[src/rtl/mac_dot_seq.sv]
// Sequential dot-product engine: accumulates N_TERMS products a*b of 4-bit
// operands into an 8-bit accumulator, with optional saturation and a sticky overflow flag.
module mac_dot_seq #(
  parameter int N_TERMS = 4,
  parameter int SAT_EN  = 0
) (
  input  logic       clk,
  input  logic       rst_n,
  input  logic       start,
  input  logic [7:0] acc_init,
  input  logic       in_valid,
  output logic       in_ready,
  input  logic [3:0] a,
  input  logic [3:0] b,
  output logic       out_valid,
  input  logic       out_ready,
  output logic [7:0] result,
  output logic       overflow,
  output logic       busy
);

  typedef enum logic [1:0] {
    IDLE  = 2'd0,
    ACCUM = 2'd1,
    DONE  = 2'd2
  } state_e;

  localparam logic [3:0] LAST_CNT = 4'(N_TERMS - 1);

  // Full-width sum so the carry out of the 8-bit accumulator is observable.
  function automatic logic [8:0] acc_step(input logic [7:0] acc, input logic [3:0] op_a,
                                          input logic [3:0] op_b);
    logic [7:0] prod;
    prod = {4'b0000, op_a} * {4'b0000, op_b};
    return {1'b0, acc} + {1'b0, prod};
  endfunction

  function automatic logic [7:0] acc_limit(input logic [8:0] sum9);
    logic [7:0] res;
    if ((SAT_EN != 0) && sum9[8]) begin
      res = 8'hFF;
    end else begin
      res = sum9[7:0];
    end
    return res;
  endfunction

  state_e     state_q, state_d;
  logic [7:0] acc_q, acc_d;
  logic [3:0] count_q, count_d;
  logic       ovf_q, ovf_d;
  logic       in_ready_q, out_valid_q, busy_q;
  logic [8:0] sum9_s;

  assign sum9_s = acc_step(acc_q, a, b);

  // Next-state and datapath update for the job FSM.
  always_comb begin
    state_d = state_q;
    acc_d   = acc_q;
    count_d = count_q;
    ovf_d   = ovf_q;
    case (state_q)
      IDLE: begin
        if (start) begin
          acc_d   = acc_init;
          count_d = 4'd0;
          ovf_d   = 1'b0;
          state_d = ACCUM;
        end else begin
          state_d = IDLE;
        end
      end
      ACCUM: begin
        if (in_valid) begin
          acc_d   = acc_limit(sum9_s);
          count_d = count_q + 4'd1;
          ovf_d   = ovf_q | sum9_s[8];
          if (count_q == LAST_CNT) begin
            state_d = DONE;
          end else begin
            state_d = ACCUM;
          end
        end else begin
          state_d = ACCUM;
        end
      end
      DONE: begin
        if (out_ready) begin
          state_d = IDLE;
        end else begin
          state_d = DONE;
        end
      end
      default: begin
        state_d = IDLE;
      end
    endcase
  end

  // State, datapath and handshake flags; handshake flags are decoded from the next state
  // so they are registered yet line up with the state they describe.
  always_ff @(posedge clk) begin
    if (!rst_n) begin
      state_q     <= IDLE;
      acc_q       <= 8'd0;
      count_q     <= 4'd0;
      ovf_q       <= 1'b0;
      in_ready_q  <= 1'b0;
      out_valid_q <= 1'b0;
      busy_q      <= 1'b0;
    end else begin
      state_q     <= state_d;
      acc_q       <= acc_d;
      count_q     <= count_d;
      ovf_q       <= ovf_d;
      in_ready_q  <= (state_d == ACCUM);
      out_valid_q <= (state_d == DONE);
      busy_q      <= (state_d != IDLE);
    end
  end

  assign in_ready  = in_ready_q;
  assign out_valid = out_valid_q;
  assign busy      = busy_q;
  assign result    = acc_q;
  assign overflow  = ovf_q;

endmodule

[config.mk]
export PLATFORM = sky130hd
export DESIGN_NAME = mac_dot_seq
export DESIGN_NICKNAME = d
export VERILOG_FILES = /design/src/rtl/mac_dot_seq.sv
export SDC_FILE = /design/constraint.sdc
export NUM_CORES = 1
export LEC_CHECK = 0
export BUFFER_PORTS_ARGS = -buffer_cell sky130_fd_sc_hd__buf_2
export CORE_MARGIN = 5
export CORE_UTILIZATION = 33
export DETAILED_ROUTE_END_ITERATION = 6
export PLACE_DENSITY = 0.61
export SETUP_SLACK_MARGIN = 0.3
export SLEW_MARGIN = 20
export SYNTH_ARGS = -nofsm -noshare
export SYNTH_HDL_FRONTEND = slang
export SYNTH_SLANG_ARGS = --single-unit
[constraint.sdc]
create_clock -name clk -period 3.9 [get_ports clk]
set_input_delay 0.195 -clock clk [delete_from_list [all_inputs] [get_ports clk]]
set_output_delay 0.195 -clock clk [all_outputs]
set_load 0.02 [all_outputs]
==> flow_summary.ini <==
[setup_path]
arrival_ns = 3.30
worst_setup_path_end_kind = register
path_delay_family = adder cells
startpoint_type = input pin
reg2reg_depth = 8
worstSetupStartpoint = a[0]
path_class = in2reg
ff2ff_setup_slack_ns = 1.25
required_ns = 4.03
crit_top_cell = fa_1
cpPeakStageDelay_ns = 0.51
r2r_start = result[2]
worstPathBufferInverterCount = 2
crit_chain = buf_2 > nand2_1 > fa_1 > fa_1 > fa_1 > inv_1 > ha_1 > a211oi_1 > nor4b_1 > o41ai_1 > a31oi_1
worst-path-max-fanout = 5
r2r_end = result[7]
cp_slowest_cell = fa_1

[synthesis]
synthTopCellsByCount = 22 x inv_1, 18 x dfxtp_1, 18 x ha_1
synth_edf_count = 0
synth.most_common_cell = inv_1
ys_ff_latch = 18
synth_top_area_share_pct = 22.36
synth_area_leader_cell = dfxtp_1
ys_seq_area_share_pct = 22.36
async_flop_share_pct = 0
syn_nets = 234
yosysWarnings = 0
ys_top_cells_by_area = dfxtp_1 22%, ha_1 14%, fa_1 11%
syn_inst = 186
avgSynthCellArea_sq_um = 8.664
ys.flop_type = dfxtp_1
synth_area_sq_um = 1612
ys_types = 44

[floorplanning]
pin_count = 33
die_x_um = 79.88
start_util_pct = 34.12
die_h_um = 79.88
fp-row-count = 25
core_sq_um = 4723
die-area_sq_um = 6381

[timing]
timing.final.crit_period_ns = 3.166
fin_tns_setup_ns = 0
hold_viol_final = 0
slew_violations = 0
skew_ns = 0.009401
finalWorstSetupSlack_ns = 0.7336
worstMarginPinSlew_ns = 0.6348
fin_crit_sh_pct = 81.19
rsz0062_at_grt = false
finalSetupViolations = 0
fmax_mhz = 315.8
relSlewSlack_pct = 57.60

[clock_tree]
cts.root.buffer_cell = clkbuf_8
ctsResizeCount = 0
clk-insertion-delay-late_ns = 0.26
clkSlewWorstSetupHoldPaths_ns = 0.08
clock_sinks = 18
cts_made_buffers = 3
cts_buffer_depth = 2
ctsHoldBuffers = 0
h-tree-depth = 1
cts_tree = yes
post_cts_buffers = 0

[drt]
wl_met2_um = 1590
met1_length_um = 1670
dr.max_layer_used = met4
ant_nets = 0
wl_met3_um = 191
vias = 1353
dr.pass1.iters = 4
via_per_inst = 4.798
wl_per_cell_um = 12.33
first_iter_violations = 89
wl_um = 3477
drc_errors = 0

[grt]
grt_overflow = 0
grt_max_degree = 18
grt_pass1_vias = 1190
grt_usage_pct = 11.14
grt_pass1_wl_um = 5685
grt_antenna_before_repair = 0

[cells_and_area]
area_delta_synth_final_pct = 15.76
final_nets = 264
fillers = 486
diodes = 0
drive_above_1_share_pct = 19.07
design_area_sq_um = 1866

[place]
detailed_place.area_sq_um = 1810
portBuffers = 32
gp_congestion = 0.8559
hpwl_um = 2747
pre_cts_ws_ns = 0.4773

[worst_hold_path]
holdPathStages = 3
min_path_type = in2reg
hold_start = acc_init[7]
hold_path_end = result[7]

[power]
vdd_drop_max_mv = 0.1251
p_per_area_nw_per_um2 = 335.9
total_leakage_power_uw = 0.0008887

[run]
cap_violations = 0

[outcome]
outcome = finished, final reports clean
## stage by stage
| stage | std cells | total power [uW] | util, % | hold WS [ns] |
|---|---|---|---|---|
| after floorplan | 186 | 410.4 | - | 0.3274 |
| after global placement | 278 | 470.8 | 38.33 | 0.4699 |
| after detailed placement | 278 | 470.1 | 38.33 | 0.4665 |
| after CTS | 282 | 631.6 | 39.50 | 0.1898 |
| after global routing | 282 | 674.4 | 39.50 | 0.2026 |
| final | 282 | 626.6 | 39.50 | 0.1874 |
## cell type report
cell class	instances	area [sq um]	share of cell area, %
inverter	22	82.58	4.427
sequential	18	360.3	19.32
multi-input combinational	139	1124	60.23
tap	67	83.83	4.494
timing repair buffer	32	160.2	8.585
clock buffer	4	55.05	2.951
## worst max path at each step
stage | cells past startpoint | to | slack (ns)
global route | 11 | result[7] | 0.56
floorplan | 10 | result[7] | 0.80
detailed placement | 11 | result[7] | 0.48
finish | 11 | result[7] | 0.73
global placement | 11 | result[7] | 0.51
CTS | 11 | result[7] | 0.74
## power by group
group / switching, uW / internal [uW]
Sequential: 10.4 / 196
Combinational: 149 / 112
Clock: 69.0 / 89.7
## state kept, by name (all words and copies together), names as in the netlist
signal / flops
result: 8
in_ready: 1
out_valid: 1
count_q: 4
busy: 1
state_q: 2
overflow: 1
## routing by layer
metal	GRT usage, %	vias to the layer above
met2	16.72	24
li1	-	698
met1	15.91	629
met3	2.822	2
met5	0	-
met4	2.534	0
## cells in the final DEF (no fill, tap or decap), types with 3 or more instances in the layout
master	n
inv_1	22
clkbuf_8	4
nand3_1	6
a211oi_1	4
nor2_1	8
nand2b_1	3
o211a_1	3
o21ai_0	11
ha_1	18
nand2_1	17
a21oi_1	4
xnor2_1	3
fa_1	9
o21a_1	3
nor4b_1	5
and2_1	12
nor3b_1	6
dfxtp_1	18
buf_2	32
## logic make-up (layout without fill, tap and decap cells)
kind of cell / after synthesis / in the layout / share of synthesized area (%)
flip-flops: 18 / 18 / 22.36
adder cells (fa/ha/maj): 27 / 27 / 25.16
XOR/XNOR: 3 / 3 / 1.631
buffers and inverters: 29 / 58 / 7.918
multiplexers: 3 / 3 / 2.640
AND/OR/NAND/NOR: 68 / 68 / 23.91
AO/OA/AOI/OAI: 38 / 38 / 16.38
## tightest hold or removal path, delay by kind of cell
family | cells | cell delay, ns
buf+inv | 1 | 0.10
compound gates | 1 | 0.07
simple gates | 1 | 0.05
(Power assumes the default switching activity.)
